### config.mk
export PLATFORM = sky130hd
export DESIGN_NAME = adpll_cfg_writer
export DESIGN_NICKNAME = d
export VERILOG_FILES = /design/src/rtl/adpll_cfg_writer.sv
export SDC_FILE = /design/constraint.sdc
export NUM_CORES = 1
export LEC_CHECK = 0
export ABC_AREA = 0
export CORE_AREA = 2 2 52 54
export CTS_CLUSTER_DIAMETER = 40
export DETAILED_ROUTE_END_ITERATION = 8
export DIE_AREA = 0 0 54 56
export PLACE_DENSITY = 0.81
export RECOVER_POWER = 50
export SLEW_MARGIN = 0
export SYNTH_ARGS = -nofsm -noshare
export SYNTH_HDL_FRONTEND = slang
export SYNTH_SLANG_ARGS = --single-unit
### constraint.sdc
create_clock -name clk -period 6.26 [get_ports clk]
set_input_delay 0.626 -clock clk [delete_from_list [all_inputs] [get_ports clk]]
set_output_delay 0.626 -clock clk [all_outputs]
set_load 0.01 [all_outputs]
### src/rtl/adpll_cfg_writer.sv
// adpll_cfg_writer: host-side programming sequencer for the ADPLL parameter-load pins.
// Turns valid/ready write requests into pgm/clr pulses with fixed setup, pulse width
// and hold, and runs an init sequence (clear, then load NUM_PARAMS defaults).
// Optional feature macro: ADPLL_CFG_SHADOW_EN (per-index shadow of programmed values;
// host writes that would not change the value are skipped).
module adpll_cfg_writer #(
  parameter int          SETUP_CYC  = 2,
  parameter int          PULSE_CYC  = 2,
  parameter int          HOLD_CYC   = 2,
  parameter int          NUM_PARAMS = 8,
  parameter logic [39:0] DEFAULTS   = 40'h0
) (
  input  logic       clk,
  input  logic       rst,
  input  logic       start_init,
  input  logic       req_valid,
  output logic       req_ready,
  input  logic       req_clr,
  input  logic [2:0] req_sel,
  input  logic [4:0] req_value,
  output logic       busy,
  output logic       init_done,
  output logic       pgm,
  output logic       clr,
  output logic [2:0] param_sel,
  output logic [4:0] pgm_value,
  input  logic [2:0] shadow_rd_sel,
  output logic [4:0] shadow_rd_data
);

  typedef enum logic [2:0] {
    IDLE      = 3'd0,
    SETUP     = 3'd1,
    PULSE     = 3'd2,
    HOLD      = 3'd3,
    CLR_PULSE = 3'd4,
    CLR_HOLD  = 3'd5
  } state_t;

  // One shared phase counter, wide enough for the longest phase.
  localparam int CNT_MAX = (SETUP_CYC > PULSE_CYC) ?
                           ((SETUP_CYC > HOLD_CYC) ? SETUP_CYC : HOLD_CYC) :
                           ((PULSE_CYC > HOLD_CYC) ? PULSE_CYC : HOLD_CYC);
  localparam int CNT_W = (CNT_MAX > 1) ? $clog2(CNT_MAX) : 1;
  localparam logic [CNT_W-1:0] SETUP_LAST = CNT_W'(SETUP_CYC - 1);
  localparam logic [CNT_W-1:0] PULSE_LAST = CNT_W'(PULSE_CYC - 1);
  localparam logic [CNT_W-1:0] HOLD_LAST  = CNT_W'(HOLD_CYC - 1);
  localparam logic [2:0]       LAST_IDX   = 3'(NUM_PARAMS - 1);

  state_t           state_q, state_d;
  logic [CNT_W-1:0] cnt_q, cnt_d;
  logic [2:0]       idx_q, idx_d;
  logic             init_mode_q, init_mode_d;
  logic             init_done_q, init_done_d;
  logic             pgm_q, pgm_d;
  logic             clr_q, clr_d;
  logic             busy_q, busy_d;
  logic [2:0]       param_sel_q, param_sel_d;
  logic [4:0]       pgm_value_q, pgm_value_d;
  logic             accept_s;
  logic             skip_s;
  logic             shadow_wr_s;
  logic             shadow_clr_s;

  // Default value of parameter idx, sliced from the packed DEFAULTS vector.
  function automatic logic [4:0] default_val(input logic [2:0] idx);
    case (idx)
      3'd0:    return DEFAULTS[4:0];
      3'd1:    return DEFAULTS[9:5];
      3'd2:    return DEFAULTS[14:10];
      3'd3:    return DEFAULTS[19:15];
      3'd4:    return DEFAULTS[24:20];
      3'd5:    return DEFAULTS[29:25];
      3'd6:    return DEFAULTS[34:30];
      3'd7:    return DEFAULTS[39:35];
      default: return 5'd0;
    endcase
  endfunction

  assign req_ready = (state_q == IDLE) & ~start_init & ~rst;
  assign accept_s  = req_valid & req_ready;

  // Next-state, phase counter, init bookkeeping and bus values.
  always_comb begin
    state_d      = state_q;
    cnt_d        = cnt_q;
    idx_d        = idx_q;
    init_mode_d  = init_mode_q;
    init_done_d  = init_done_q;
    param_sel_d  = param_sel_q;
    pgm_value_d  = pgm_value_q;
    shadow_wr_s  = 1'b0;
    shadow_clr_s = 1'b0;
    case (state_q)
      IDLE: begin
        cnt_d = {CNT_W{1'b0}};
        if (start_init) begin
          init_done_d = 1'b0;
          init_mode_d = 1'b1;
          idx_d       = 3'd0;
          param_sel_d = 3'd0;
          pgm_value_d = 5'd0;
          state_d     = CLR_PULSE;
        end else if (accept_s && req_clr) begin
          init_mode_d = 1'b0;
          param_sel_d = 3'd0;
          pgm_value_d = 5'd0;
          state_d     = CLR_PULSE;
        end else if (accept_s && !skip_s) begin
          init_mode_d = 1'b0;
          param_sel_d = req_sel;
          pgm_value_d = req_value;
          state_d     = SETUP;
        end else begin
          state_d = IDLE;
        end
      end
      SETUP: begin
        if (cnt_q == SETUP_LAST) begin
          cnt_d   = {CNT_W{1'b0}};
          state_d = PULSE;
        end else begin
          cnt_d = cnt_q + CNT_W'(1);
        end
      end
      PULSE: begin
        shadow_wr_s = (cnt_q == {CNT_W{1'b0}});
        if (cnt_q == PULSE_LAST) begin
          cnt_d   = {CNT_W{1'b0}};
          state_d = HOLD;
        end else begin
          cnt_d = cnt_q + CNT_W'(1);
        end
      end
      HOLD: begin
        if (cnt_q != HOLD_LAST) begin
          cnt_d = cnt_q + CNT_W'(1);
        end else if (init_mode_q && (idx_q != LAST_IDX)) begin
          cnt_d       = {CNT_W{1'b0}};
          idx_d       = idx_q + 3'd1;
          param_sel_d = idx_q + 3'd1;
          pgm_value_d = default_val(idx_q + 3'd1);
          state_d     = SETUP;
        end else if (init_mode_q) begin
          cnt_d       = {CNT_W{1'b0}};
          init_mode_d = 1'b0;
          init_done_d = 1'b1;
          state_d     = IDLE;
        end else begin
          cnt_d   = {CNT_W{1'b0}};
          state_d = IDLE;
        end
      end
      CLR_PULSE: begin
        if (cnt_q == PULSE_LAST) begin
          cnt_d        = {CNT_W{1'b0}};
          shadow_clr_s = 1'b1;
          state_d      = CLR_HOLD;
        end else begin
          cnt_d = cnt_q + CNT_W'(1);
        end
      end
      CLR_HOLD: begin
        if (cnt_q != HOLD_LAST) begin
          cnt_d = cnt_q + CNT_W'(1);
        end else if (init_mode_q) begin
          cnt_d       = {CNT_W{1'b0}};
          param_sel_d = idx_q;
          pgm_value_d = default_val(idx_q);
          state_d     = SETUP;
        end else begin
          cnt_d   = {CNT_W{1'b0}};
          state_d = IDLE;
        end
      end
      default: begin
        cnt_d   = {CNT_W{1'b0}};
        state_d = IDLE;
      end
    endcase
  end

  // Pin values are decoded from the next state so they register alongside it.
  always_comb begin
    pgm_d  = (state_d == PULSE);
    clr_d  = (state_d == CLR_PULSE);
    busy_d = (state_d != IDLE);
  end

  // State and registered pin outputs; reset drops pgm/clr immediately.
  always_ff @(posedge clk or posedge rst) begin
    if (rst) begin
      state_q     <= IDLE;
      cnt_q       <= {CNT_W{1'b0}};
      idx_q       <= 3'd0;
      init_mode_q <= 1'b0;
      init_done_q <= 1'b0;
      pgm_q       <= 1'b0;
      clr_q       <= 1'b0;
      busy_q      <= 1'b0;
      param_sel_q <= 3'd0;
      pgm_value_q <= 5'd0;
    end else begin
      state_q     <= state_d;
      cnt_q       <= cnt_d;
      idx_q       <= idx_d;
      init_mode_q <= init_mode_d;
      init_done_q <= init_done_d;
      pgm_q       <= pgm_d;
      clr_q       <= clr_d;
      busy_q      <= busy_d;
      param_sel_q <= param_sel_d;
      pgm_value_q <= pgm_value_d;
    end
  end

  assign pgm       = pgm_q;
  assign clr       = clr_q;
  assign busy      = busy_q;
  assign init_done = init_done_q;
  assign param_sel = param_sel_q;
  assign pgm_value = pgm_value_q;

`ifdef ADPLL_CFG_SHADOW_EN
  logic [4:0] shadow_q [8];
  logic [4:0] shadow_d [8];

  // Shadow next value: wiped when a clear pulse ends, captured on the first pulse cycle.
  always_comb begin
    shadow_d = shadow_q;
    if (shadow_clr_s) begin
      for (int i = 0; i < 8; i++) shadow_d[i] = 5'd0;
    end else if (shadow_wr_s) begin
      shadow_d[param_sel_q] = pgm_value_q;
    end else begin
      shadow_d = shadow_q;
    end
  end

  // Shadow storage of the last programmed value per index.
  always_ff @(posedge clk or posedge rst) begin
    if (rst) begin
      for (int i = 0; i < 8; i++) shadow_q[i] <= 5'd0;
    end else begin
      shadow_q <= shadow_d;
    end
  end

  assign shadow_rd_data = shadow_q[shadow_rd_sel];
  assign skip_s         = ~req_clr & (shadow_q[req_sel] == req_value);
`else
  logic unused_s;
  assign unused_s       = ^{shadow_wr_s, shadow_clr_s, shadow_rd_sel};
  assign shadow_rd_data = 5'd0;
  assign skip_s         = 1'b0;
`endif

endmodule

Word-level counts from Yosys, hierarchy flattened. Index checks and enable logic that the tools add are counted.

$add $sub $neg: 2. Multiply operators: 0. Divide/modulo/power cells: 0. Order comparisons: 0. Equality and inequality tests: 16. Shift operators: 0. Mux-type cells: 42. Bitwise gates (word level): 5. Reductions and logical operators: 11.

Operators with widths (count): $mux 3 (15); $mux 5 (7); $pmux 3 s6 (1); $pmux 5 s3 (1); $mux 1 (14); $ne 2x2->1 const B (7); $eq 3x2->1 const B (3); $eq 3x3->1 const B (3); $pmux 3 s3 (1); $reduce_and 4->1 (2); $pmux 3 s2 (1); $reduce_and 6->1 (1); $reduce_bool 3->1 (2); $reduce_and 5->1 (1); $reduce_or 5->1 (1); $ne 4x3->1 const B (1); $pmux 1 s2 (2); $add 3x1->3 const B (1); $and 1x1->1 (3); $eq 3x1->1 const B (1); $logic_not 3->1 (1); $ne 3x3->1 const B (1); $logic_and 1x1->1 (2); $not 1->1 (2); 2 further kinds (2).

Register bits: 20. Bits in latches: 0. Memory bits (writable): 0. ROM bits: 0. Input port bits: 16. Output and inout port bits: 18. Word-level logic and storage cells: 86. Memories kept: 0.

Depth between registers and ports, before layout. Gate-level depths: netlist of run 1.

Word-level depth: 9. Depth in mapped cells: 6. Depth with buffers taken out: 6.

Worst setup path before layout of run 1. No wires, ideal clock.

Kind: register to register. Start point: register idx_q[0]. End point: register param_sel_q[0] (netlist: param_sel[0]). Arrival: 1.878 ns. Data required time: 6.135 ns. Setup slack: 4.258 ns. Cell stages (with the launch flop): 6. Buffers on the path: 0. Path through: dfrtp_1 -> ha_1 -> ha_1 -> nor4_2 -> a2bb2oi_2 -> mux2_2.

Cells in the longest elaborated chain, start to end: 4. Elaborated cells between the ends (all ways): 10. Those cells by class: add/sub: 1; eq/ne: 2; mux: 5; reduce/logical: 2.

Ends and longest elaborated chain: start, declared (RTL line 52) `logic [2:0] idx_q, idx_d;`; start signal, assigned (RTL line 206) `idx_q <= idx_d;`; $add 3x1->3 or $ne 3x3->1 (tied branches); $mux 3 or $logic_and 1x1->1 (tied branches) (RTL line 138) `end else if (init_mode_q && (idx_q != LAST_IDX)) begin`; $mux 3 or $ne 2x2->1 (tied branches); $pmux 3 s3 or $reduce_and 6->1 (tied branches); end signal, assigned (RTL line 212) `param_sel_q <= param_sel_d;`; end, declared (RTL line 58) `logic [2:0] param_sel_q, param_sel_d;`.

Several ways; a longest one is shown, not always the timed one. The select of a mux whose other input is x is not followed. A chain may end at the register's enable or synchronous reset.

Worst setup path in the final report of run 1.
Start point: input port start_init. End point: output port req_ready.

Cells in the longest elaborated chain, start to end: 3.

Ends and longest elaborated chain: start, declared (RTL line 15) `input logic start_init,`; $not 1->1 (RTL line 80) `assign req_ready = (state_q == IDLE) & ~start_init & ~rst;`; $and 1x1->1 (2 in a row) (RTL line 80); end, declared (RTL line 17) `output logic req_ready,`.

Every way passes these cells.

==> impl_metrics.ini, run 1 <==
[floorplan]
io_pins = 34
die_area_um2 = 3020
die_y_um = 56
start_util_pct = 47.8
core_area_um2 = 2430
fp.dieW_um = 54
rows = 18

[sta]
rsz0062_at_grt = no
worst_pin_slew_ns = 0.897
hold_viol_final = 0
fmax_mhz = 372
min_period_over_period_pct = 42.9
slew_violations = 0
fin_setup_tns_ns = 0
relSlewSlack_pct = 40.1
setup_viol = 0
worst_slack_ns = 3.57
min_period_ns = 2.69
clock_skew_ns = 0.00348

[synth]
synth_compound_area_share_pct = 13.5
postSynthCellCount = 114
ys_warn_count = 0
synth-adder-area-share_pct = 3.23
synth_simple_gate_area_share_pct = 19.1
synthMuxAreaShare_pct = 10.9
yosys_most_used_dff = dfrtp_1
yosys_register_bits = 20
synth_most_common_cell = dfrtp_1
synth_area_leader_cell = dfrtp_1
synth_commonest_cells = dfrtp_1, nand2_1, inv_1
synth_area_per_cell_um2 = 10.2
ys_seq_area_share_pct = 43.1
synth_top_family_by_area = simple AND/OR/NAND/NOR gates
yosys.area.top_type_share_pct = 43.1
yosysUniqueCellTypes = 38
synth_area_leaders = dfrtp_1, mux2i_1, mux2_2, nand2_1, buf_4
async_flop_share_pct = 100
synth_xor_area_share_pct = 0.753
syn_area_um2 = 1160
synth-edff-count = 0

[clock_network]
ctsResizeCount = 0
cts.sinks = 20
ctsHoldBuffers = 0
cts.path.max_buffers = 2
cts_tree = yes
cts-root-buf = clkbuf_4
path_clk_slew_ns = 0.11
cts_buffers = 3
postCtsSetupRepairBufs = 0
clk_latency_ns = 0.29
cts_max_level = 1

[worst_setup_path]
cp_top_family = buffers and inverters
crit_fanout = 8
end_kind = output port
slowest_stage = dlygate4sd3_1
critPathKind = in2out
slowest_delay_ns = 0.66
critPathArrivalTime_ns = 2.06
cp.buffers_inverters = 2
worst_setup_path_start_kind = input pin
worstPathRequired_ns = 5.63
worstPathCellList = dlygate4sd3_1 > nor3_1 > clkdlybuf4s50_1

[global_route]
grt_pass1_wl_um = 3750
grt_pass1_vias = 886
grt_antenna_before_repair = 0
grt.total_usage_pct = 16.5
grt-ovfl-total = 0
grt_max_degree = 21

[power_and_ir_drop]
power.internal_uw = 369
p_seq_share_pct = 39.1
power_per_cell_area_nw_per_um2 = 424
switching_share_pct = 38.8
irDropWorstVdd_uv = 277
p_leak_uw = 0.000659
p_comb_share_pct = 51.0
clkPwrFrac_pct = 10.0
switchingPower_uw = 234

[detailed_routing]
ant_nets = 0
vias = 909
routed_wirelength_um = 2340
routedWlPerCell_um = 14.0
avgViaCountPerCell = 5.44
drcViolationCount = 0
drtIter0Drc = 13
firstDrtPassIters = 4

[placement]
dp.cells = 164
port_buffers = 25
gp_congestion = 0.771
hpwl_um = 1780
place_ws_ns = 3.54
placed_area_um2 = 1400

[cells_and_area]
drive_above_1_share_pct = 12.4
finalInstanceArea_um2 = 1420
area_growth_pct = 22.3
nNetsFinal = 158
final_cells = 167
antenna_cells = 0

[min_path]
hold_class = reg2reg

[run]
drv_cap = 0

[run_status]
run_status = complete, no violations
==> final cells by class <==
class	instances	area [um2]
Clock buffer	3	22.5
Tap cell	30	37.5
Fill cell	224	1010
Inverter	11	41.3
Timing Repair Buffer	25	250
Sequential cell	20	500
Multi-Input combinational cell	78	569
==> registers in the layout (all words and copies together) (netlist names) <==
signal       count
state_q          3
busy             1
pgm_value        5
clr              1
idx_q            3
init_done        1
init_mode_q      1
param_sel        3
cnt_q            1
pgm              1
==> worst register-to-register path: cells and delay by family (launching register included) <==
kind	cells	cell delay (ns)
AOI/OAI and AO/OA	1	0.51
and+or+nand+nor	1	0.40
adders and majority gates	2	0.47
muxes	1	0.41
DFF	1	0.44
==> layer usage <==
metal | track usage (%) | wire, um | vias up
li1 | - | - | 437
met1 | 19.6 | 992 | 446
met2 | 28.2 | 1210 | 22
met3 | 2.42 | 108 | 4
met4 | 7.50 | 29 | 0
met5 | 0 | 0 | -
==> power by group through the flow <==
stage | clock network (uW) | registers (uW) | logic (uW)
2_1_floorplan | 0 | 224 | 219
3_3_place_gp | 0 | 233 | 296
3_5_place_dp | 0 | 236 | 310
4_1_cts | 62.1 | 234 | 311
5_1_grt | 68.8 | 243 | 338
6_report | 60.0 | 235 | 307
==> cells by family after synthesis <==
| logic type | after synthesis |
|---|---|
| simple gates | 39 |
| flops | 20 |
| buf+inv | 20 |
| compound gates | 18 |
| mux | 12 |
| fa+ha+maj | 3 |
| other cells | 1 |
| xor+xnor | 1 |
==> per-stage QoR <==
step	utilization [%]	power, uW	hold WS (ns)
after floorplan	-	443	0.500
after global placement	57.5	529	0.456
after detailed placement	57.5	546	0.456
after CTS	58.4	606	0.482
after global routing	58.4	650	0.532
final	58.4	602	0.477
==> placed cells by master (no fill, tap or decap), types with 2 or more instances in the layout <==
cell type,count
a22o_1,5
and2b_1,2
and3b_1,2
clkbuf_4,3
clkdlybuf4s50_1,23
conb_1,5
dfrtp_1,20
dlygate4sd3_1,2
ha_1,3
inv_1,11
mux2_2,5
mux2i_1,7
nand2_1,15
nand3_1,2
nor2_1,3
nor3_1,5
nor3b_1,2
o21ai_0,2
==> path summary, 6_finish.rpt <==
kind,from,slack [ns],cells past startpoint,endpoint
worst max-delay path,start_init,3.57,3,req_ready
worst min-delay path,init_done,0.48,2,init_done
worst max register to register,idx_q[0],3.94,5,param_sel[1]
worst min register to register,init_done,0.48,2,init_done
max in group asynchronous,rst,4.82,2,cnt_q
min in group asynchronous,rst,0.97,2,pgm_value[4]
No activity file was read; power rests on OpenSTA's default activity.
==> inputs of run 2 (changes only) <==
--- a/config.mk
+++ b/config.mk
@@ -6,11 +6,11 @@
 export NUM_CORES = 1
 export LEC_CHECK = 0
 export ABC_AREA = 0
-export CORE_AREA = 2 2 52 54
+export CORE_AREA = 2 2 56 58
 export CTS_CLUSTER_DIAMETER = 40
 export DETAILED_ROUTE_END_ITERATION = 8
-export DIE_AREA = 0 0 54 56
-export PLACE_DENSITY = 0.81
+export DIE_AREA = 0 0 58 60
+export PLACE_DENSITY = 0.74
 export RECOVER_POWER = 50
 export SLEW_MARGIN = 0
 export SYNTH_ARGS = -nofsm -noshare
==> constraint.sdc (replaced) <==
create_clock -name clk -period 2.3 [get_ports clk]
set_input_delay 0.23 -clock clk [delete_from_list [all_inputs] [get_ports clk]]
set_output_delay 0.23 -clock clk [all_outputs]
set_load 0.01 [all_outputs]
==> impl_metrics.ini, run 2 (same netlist as run 1, synthesis figures left out) <==
[detailed_routing]
drtIter0Drc = 23
routed_wirelength_um = 2430
vias = 952
avgViaCountPerCell = 5.41
routedWlPerCell_um = 13.8
ant_nets = 0
drcViolationCount = 0
firstDrtPassIters = 4

[global_route]
grt_pass1_wl_um = 4060
grt_antenna_before_repair = 0
grt_max_degree = 21
grt.total_usage_pct = 15.4
grt-ovfl-total = 0
grt_pass1_vias = 945

[clock_network]
cts_tree = yes
clk_latency_ns = 0.30
cts_buffers = 3
cts_max_level = 1
path_clk_slew_ns = 0.11
cts.sinks = 20
ctsHoldBuffers = 0
cts-root-buf = clkbuf_4
cts.path.max_buffers = 2

[worst_setup_path]
slowest_delay_ns = 0.57
reg2reg_slack_ns = 0.28
worstPathRequired_ns = 2.07
crit_fanout = 14
worstPathCellList = or3_4 > nor3_1 > clkdlybuf4s50_1
regToRegEndpoint = busy
end_kind = output port
critPathKind = reg2out
worst_setup_path_start_kind = flip-flop
slowest_stage = clkdlybuf4s50_1
r2r-start = idx_q[1]
cp_top_family = buffers and inverters
reg2regPathDepth = 6
critPathArrivalTime_ns = 1.90
cp.buffers_inverters = 1

[cells_and_area]
antenna_cells = 0
regArea_um2 = 504
layout_commonest_cell = clkdlybuf4s50_1
area_growth_pct = 26.7
layout_common_cells = clkdlybuf4s50_1, dfrtp_1, nand2_1
nNetsFinal = 164
fillCellCount = 266
largest_reg_flops = 5
drive_above_1_share_pct = 17.5
multiInputGateArea_um2 = 568

[floorplan]
rows = 20
core_area_um2 = 2900
start_util_pct = 40.0
fp.dieW_um = 58
die_y_um = 60
die_area_um2 = 3480
io_pins = 34

[placement]
gp_congestion = 0.755
hpwl_um = 1810
port_buffers = 25
place_ws_ns = 0.287

[run_status]
run_status = complete, no violations

[sta]
hold_viol_final = 0
relSlewSlack_pct = 50.0
clock_skew_ns = 0.00342
fin_setup_tns_ns = 0
min_period_over_period_pct = 92.6
min_period_ns = 2.13
rsz0062_at_grt = no
slew_violations = 0
worst_pin_slew_ns = 0.749
fmax_mhz = 469
setup_viol = 0
worst_slack_ns = 0.169

[min_path]
min_to = pgm_value[3]
hold_class = in2reg
min-delay-start = req_value[3]
hold_path_depth = 3

[run]
drv_cap = 0

[power_and_ir_drop]
p_leak_uw = 0.000690
irDropWorstVdd_uv = 714
power_per_cell_area_nw_per_um2 = 1160
[run 2: cell types whose count changed in the layout (fill, tap and decap cells not counted), sizes merged]
cell           before  now
buf                 0    6
clkdlybuf4s50      23   21
dlygate4sd3         2    4
[run 2: metrics by stage]
step                      total power (uW)  utilization, %  instance area (um2)  std cells  hold slack (ns)
after floorplan                       1210               -                 1180        118            0.194
after global placement                1470            48.8                 1420        169            0.462
after detailed placement              1500            48.8                 1420        169            0.462
after CTS                             1670            49.6                 1440        172            0.448
after global routing                  1840            50.7                 1470        176            0.477
final                                 1710            50.7                 1470        176            0.469
[run 2: report_power, final]
group | switching (uW) | total (uW) | internal [uW]
combinational | 418 | 921 | 503
sequential | 129 | 622 | 493
clock | 104 | 165 | 61.0
[run 2: repair_timing]
action                                  in CTS  in global routing
endpoints found under the setup margin       0                  1
setup buffers                                0                  4
gates resized for setup                      0                  3
[run 2: per-layer routing]
layer / GRT usage (%) / wire length (um) / share of wire, %
met1: 17.0 / 981 / 40
met2: 27.6 / 1320 / 54
met3: 3.46 / 81 / 3.3
met4: 8.31 / 53 / 2.2
met5: 0 / 0 / 0
[run 2: how the worst max path moves through the flow]
stage	start	end	slack [ns]	depth (start not counted)
after global placement	idx_q[0]	busy	0.36	6
final	state_q[0]	req_ready	0.17	3
after CTS	state_q[2]	req_ready	0.06	3
after global routing	state_q[0]	req_ready	0.02	3
after floorplan	idx_q[0]	param_sel[0]	0.30	5
after detailed placement	idx_q[0]	pgm_value[0]	0.29	6
[run 2: area by class of cell]
type	instances	share of cell area [%]
clock buffer	3	1.53
timing repair buffer	31	20.1
multi-input combinational	78	38.6
tap	33	2.80
inverter	11	2.80
sequential	20	34.2
[run 2: worst register-to-register path, cell delays in order (launching register included)]
cell	delay, ns
dfrtp_1	0.41
ha_1	0.16
ha_1	0.25
a21boi_0	0.13
o311ai_0	0.49
a21oi_2	0.14
a211o_2	0.33
